### config.mk
export PLATFORM = sky130hd
export DESIGN_NAME = option_packet_queue
export DESIGN_NICKNAME = d
export VERILOG_FILES = /design/src/rtl/option_packet_queue.sv
export SDC_FILE = /design/constraint.sdc
export NUM_CORES = 1
export LEC_CHECK = 0
export CORE_AREA = 2 2 288 204
export DETAILED_ROUTE_END_ITERATION = 8
export DIE_AREA = 0 0 290 206
export PLACE_DENSITY = 0.83
export SLEW_MARGIN = 20
export SYNTH_ARGS = -nofsm -noshare
export SYNTH_HDL_FRONTEND = slang
export SYNTH_SLANG_ARGS = --single-unit
### constraint.sdc
create_clock -name clock -period 8.9 [get_ports clock]
set_clock_uncertainty 0.2 [all_clocks]
set_input_delay 0.89 -clock clock [delete_from_list [all_inputs] [get_ports clock]]
set_output_delay 0.89 -clock clock [all_outputs]
set_load 0.01 [all_outputs]
### src/rtl/option_packet_queue.sv
// Option packet FIFO feeding the Black-Scholes engine: buffers DEPTH packets, splits out
// the head's option type bit and holds REG_READY low for a fixed cooldown after each consume.
module option_packet_queue #(
  parameter int FIELD_W         = 32,
  parameter int NUM_FIELDS      = 6,
  parameter int DEPTH           = 4,
  parameter int COOLDOWN_CYCLES = 50,
  parameter int DROP_W          = 8
) (
  input  logic                          clock,
  input  logic                          reset,
  input  logic                          en,
  input  logic                          BS_READY,
  input  logic [NUM_FIELDS*FIELD_W-1:0] FullPacket,
  output logic [NUM_FIELDS*FIELD_W-1:0] head_packet,
  output logic [FIELD_W-1:0]            otype,
  output logic                          hasUnusedData,
  output logic                          REG_READY,
  output logic [$clog2(DEPTH):0]        occupancy,
  output logic                          full,
  output logic [DROP_W-1:0]             drop_count,
  output logic                          state_dbg
);

  localparam int PKT_W    = NUM_FIELDS * FIELD_W;
  localparam int PTR_W    = $clog2(DEPTH);
  localparam int OCC_W    = PTR_W + 1;
  localparam int TYPE_BIT = (NUM_FIELDS - 1) * FIELD_W;
  localparam logic [OCC_W-1:0] OCC_FULL  = OCC_W'(DEPTH);
  localparam logic [7:0]       COOL_LAST = 8'(COOLDOWN_CYCLES - 1);

  typedef enum logic {ST_READY, ST_COOLDOWN} state_t;

  logic [PKT_W-1:0] mem [DEPTH];
  logic [PTR_W-1:0] wr_ptr, rd_ptr;
  logic [OCC_W-1:0] occ, occ_next;
  state_t           state, state_next;
  logic [7:0]       cool_cnt;
  logic             prev_bs;
  logic             bs_rise, pop, push, drop;
  logic [PKT_W-1:0] head_raw;

  // Handshake: a rising edge on the BS_READY level is the consume request; it is honoured
  // only while REG_READY's underlying conditions hold (READY state, FIFO non-empty).
  assign bs_rise = BS_READY & ~prev_bs;
  assign pop     = bs_rise && (state == ST_READY) && (occ != '0);
  assign push    = en && ((occ != OCC_FULL) || pop);
  assign drop    = en && (occ == OCC_FULL) && !pop;

  always_comb begin
    occ_next = occ;
    if (push && !pop)      occ_next = occ + OCC_W'(1);
    else if (pop && !push) occ_next = occ - OCC_W'(1);
  end

  always_comb begin
    state_next = state;
    if (state == ST_READY) begin
      if (pop) state_next = ST_COOLDOWN;
    end else if (cool_cnt == COOL_LAST) begin
      state_next = ST_READY;
    end
  end

  always_ff @(posedge clock) begin
    if (push) mem[wr_ptr] <= FullPacket;
  end

  always_ff @(posedge clock or posedge reset) begin
    if (reset) begin
      wr_ptr     <= '0;
      rd_ptr     <= '0;
      occ        <= '0;
      state      <= ST_READY;
      cool_cnt   <= '0;
      prev_bs    <= 1'b0;
      REG_READY  <= 1'b0;
      drop_count <= '0;
    end else begin
      prev_bs   <= BS_READY;
      occ       <= occ_next;
      state     <= state_next;
      REG_READY <= (occ_next != '0) && (state_next == ST_READY);
      if (push) wr_ptr <= wr_ptr + PTR_W'(1);
      if (pop)  rd_ptr <= rd_ptr + PTR_W'(1);
      if (state == ST_READY) cool_cnt <= '0;
      else                   cool_cnt <= cool_cnt + 8'd1;
      if (drop && (drop_count != '1)) drop_count <= drop_count + DROP_W'(1);
    end
  end

  // Memory is not reset, so the head view is gated by non-empty to read zero after reset.
  assign head_raw = mem[rd_ptr];

  always_comb begin
    head_packet = '0;
    otype       = '0;
    if (occ != '0) begin
      head_packet           = head_raw;
      head_packet[TYPE_BIT] = 1'b0;
      otype[0]              = head_raw[TYPE_BIT];
    end
  end

  assign hasUnusedData = (occ != '0);
  assign occupancy     = occ;
  assign full          = (occ == OCC_FULL);
  assign state_dbg     = (state == ST_COOLDOWN);

endmodule

==> results.yml <==
cts:
  htree_levels: 3
  clk_path_buf_depth: 3
  postCtsSetupBuffers: 0
  cts-hold-fix-buffers: 0
  cts_sinks: 794
  cts_tree: "built"
  cts_root_buf: "clkbuf_16"
  clkTransAtPathRegs_ps: 60
  ctsResizeCount: 0
  cts_buffers: 74
  clkLatencyLatePin_ps: 610
floorplan:
  die_w_um: 290
  die_h_um: 206
  core_area_mm2: 0.0575
  pin_count: 435
  start_util_pct: 53.0
  rows: 74
  die_area_mm2: 0.0597
global_routing:
  grt_pass1_vias: 15000
  grt_pass1_wl_um: 92200
  groute.usage.overall_pct: 20.6
  overflow: 0
  antenna_found_initial: 11
  grt_max_degree: 108
worst_setup_path:
  cp_slowest_cell: "buf_4"
  path_class: "reg -> out"
  arrival_ps: 4250
  r2r_end: "mem[0][144]"
  r2r_cells: 6
  cp_cell_sequence: "inv_1 > ha_1 > nand2b_4 > buf_4 > and2_1 > clkdlybuf4s50_1"
  critical_path_required_ps: 7810
  crit_start: "occupancy[1]"
  crit_path_end: "head_packet[47]"
  end_kind: "output port"
  critPathMaxFanout: 104
  r2r_start: "occupancy[1]"
  rrSetupSlack_ps: 4960
  slowest_delay_ps: 850
  startpoint_type: "register"
synthesis:
  synth_cells: 1377
  ys_top_cells_by_area: "edfxtp_1, mux4_2, and2_1"
  yosysUniqueCellTypes: 40
  ys_seq_area_share_pct: 77.7
  ys_warn_count: 0
  synthFlopType: "edfxtp_1"
  synth_edf_count: 768
  netlist_area_mm2: 0.0305
  synthArstFlopShare_pct: 3.27
  avgSynthCellArea_um2: 22.1
  yosysTopAreaCellShare_pct: 75.6
  ys_ff_latch: 794
  synth_top_area_cell: "edfxtp_1"
layout:
  layout.cells.most_common_list: "edfxtp_1, clkdlybuf4s50_1, and2_1"
  utilization_pct: 65.4
  final_net_count: 2009
  final_common_cell: "edfxtp_1"
  drive_above_1_share_pct: 17.4
  final_cells: 2626
  area_growth_pct: 23.3
  nFillCells: 3660
sta:
  fin_tns_setup_ps: 0
  final.min_clock_period_ps: 5340
  setup_viol: 0
  slew-limit-headroom_pct: 26.0
  slew_viol_final: 0
  min_period_over_period_pct: 60.0
  fmax_mhz: 187
  hold_viol: 0
  rsz0062_at_grt: "no"
  worstMarginPinSlew_ps: 1110
drt:
  routed_wl_um: 62100
  vias: 14600
  drc: 0
  wl_met1_um: 25300
  drtIter0Drc: 1087
  top_layer: "met5"
  routed-wl-met2_um: 30700
  post_drt_wl_per_cell_um: 23.7
  met3_length_um: 4830
  vias_per_cell: 5.57
  first_pass_iters: 6
  antenna_left: 0
power_and_ir_drop:
  finalPower_uw: 10200
  ir_worst_vdd_uv: 174
  p_leak_uw: 0.0120
  p_per_area_mw_per_mm2: 270
placement:
  io_buffers: 402
  hpwlAfterDp_um: 35500
  dp.cells: 2485
  gp_congestion: 0.794
run_status:
  run_status: "completed"
worst_hold_path:
  hold_class: "reg -> reg"
job:
  maxCapViolations: 0
cells by family after synthesis:
kind of cell / share of synthesized area [%]
buf+inv: 1.90
simple gates: 4.80
compound gates: 0.423
fa+ha+maj: 0.410
mux: 14.3
xor+xnor: 0.459
flops: 77.7
other cells: 0.0123
cell type report:
| type | count | area (µm²) | area share (%) |
|---|---|---|---|
| flip-flops and latches | 794 | 23700 | 63.1 |
| well taps | 760 | 951 | 2.53 |
| clock inverters | 45 | 403 | 1.07 |
| inverters | 9 | 33.8 | 0.0898 |
| diodes | 5 | 12.5 | 0.0333 |
| multi-input cells | 506 | 6340 | 16.9 |
| clock buffers | 89 | 1910 | 5.07 |
| repair buffers | 418 | 4230 | 11.3 |
metrics by stage:
step / hold WS, ps / instance area [µm²] / setup slack, ps
2_1_floorplan: 293 / 30600 / 2090
3_3_place_gp: 282 / 35200 / 4220
3_5_place_dp: 291 / 35200 / 4170
4_1_cts: 299 / 37500 / 3560
5_1_grt: 307 / 37600 / 3340
6_report: 297 / 37600 / 3560
per-layer routing:
layer,up-vias,GRT usage [%]
met3,93,6.12
met4,12,5.92
met1,7644,27.9
met5,-,0
li1,6368,-
met2,507,33.1
synthesized netlist by cell type, types with 3 or more instances:
master      n
and2_1    200
buf_1      11
buf_2      22
buf_4      35
clkbuf_1   29
dfrtp_1    26
edfxtp_1  768
ha_1       10
inv_1       9
mux4_2    192
nand2_1     9
nand3_1    10
nor2_1      3
nor2b_1     4
o21ai_0     4
xnor2_1    12
xor2_1      4
registers in the layout (all words and copies together), names as in the netlist:
name / flops
mem: 768
occupancy: 3
REG_READY: 1
cool_cnt: 8
prev_bs: 1
rd_ptr: 2
drop_count: 8
state_dbg: 1
wr_ptr: 2
worst min path at each step:
stage / from / to / slack (ps) / cells past startpoint
2_1_floorplan: cool_cnt[0] / cool_cnt[0] / 290 / 1
3_3_place_gp: drop_count[7] / drop_count[7] / 280 / 1
5_1_grt: drop_count[6] / drop_count[6] / 310 / 1
6_report: drop_count[6] / drop_count[6] / 300 / 1
3_5_place_dp: drop_count[6] / drop_count[6] / 290 / 1
4_1_cts: drop_count[6] / drop_count[6] / 300 / 1
power breakdown:
| part | switching, µW | internal [µW] | leakage, µW |
|---|---|---|---|
| registers | 158 | 4900 | 0.00736 |
| clock network | 1350 | 1670 | 0.00111 |
| logic | 1120 | 969 | 0.00349 |
| total | 2630 | 7530 | 0.0120 |
worst max-delay path, delay by kind of cell (launching register included):
family | cells | cell delay, ps
DFF | 1 | 460
buffers and inverters | 3 | 1550
and+or+nand+nor | 2 | 1110
adders and majority gates | 1 | 280
No activity file was read; power rests on OpenSTA's default activity.
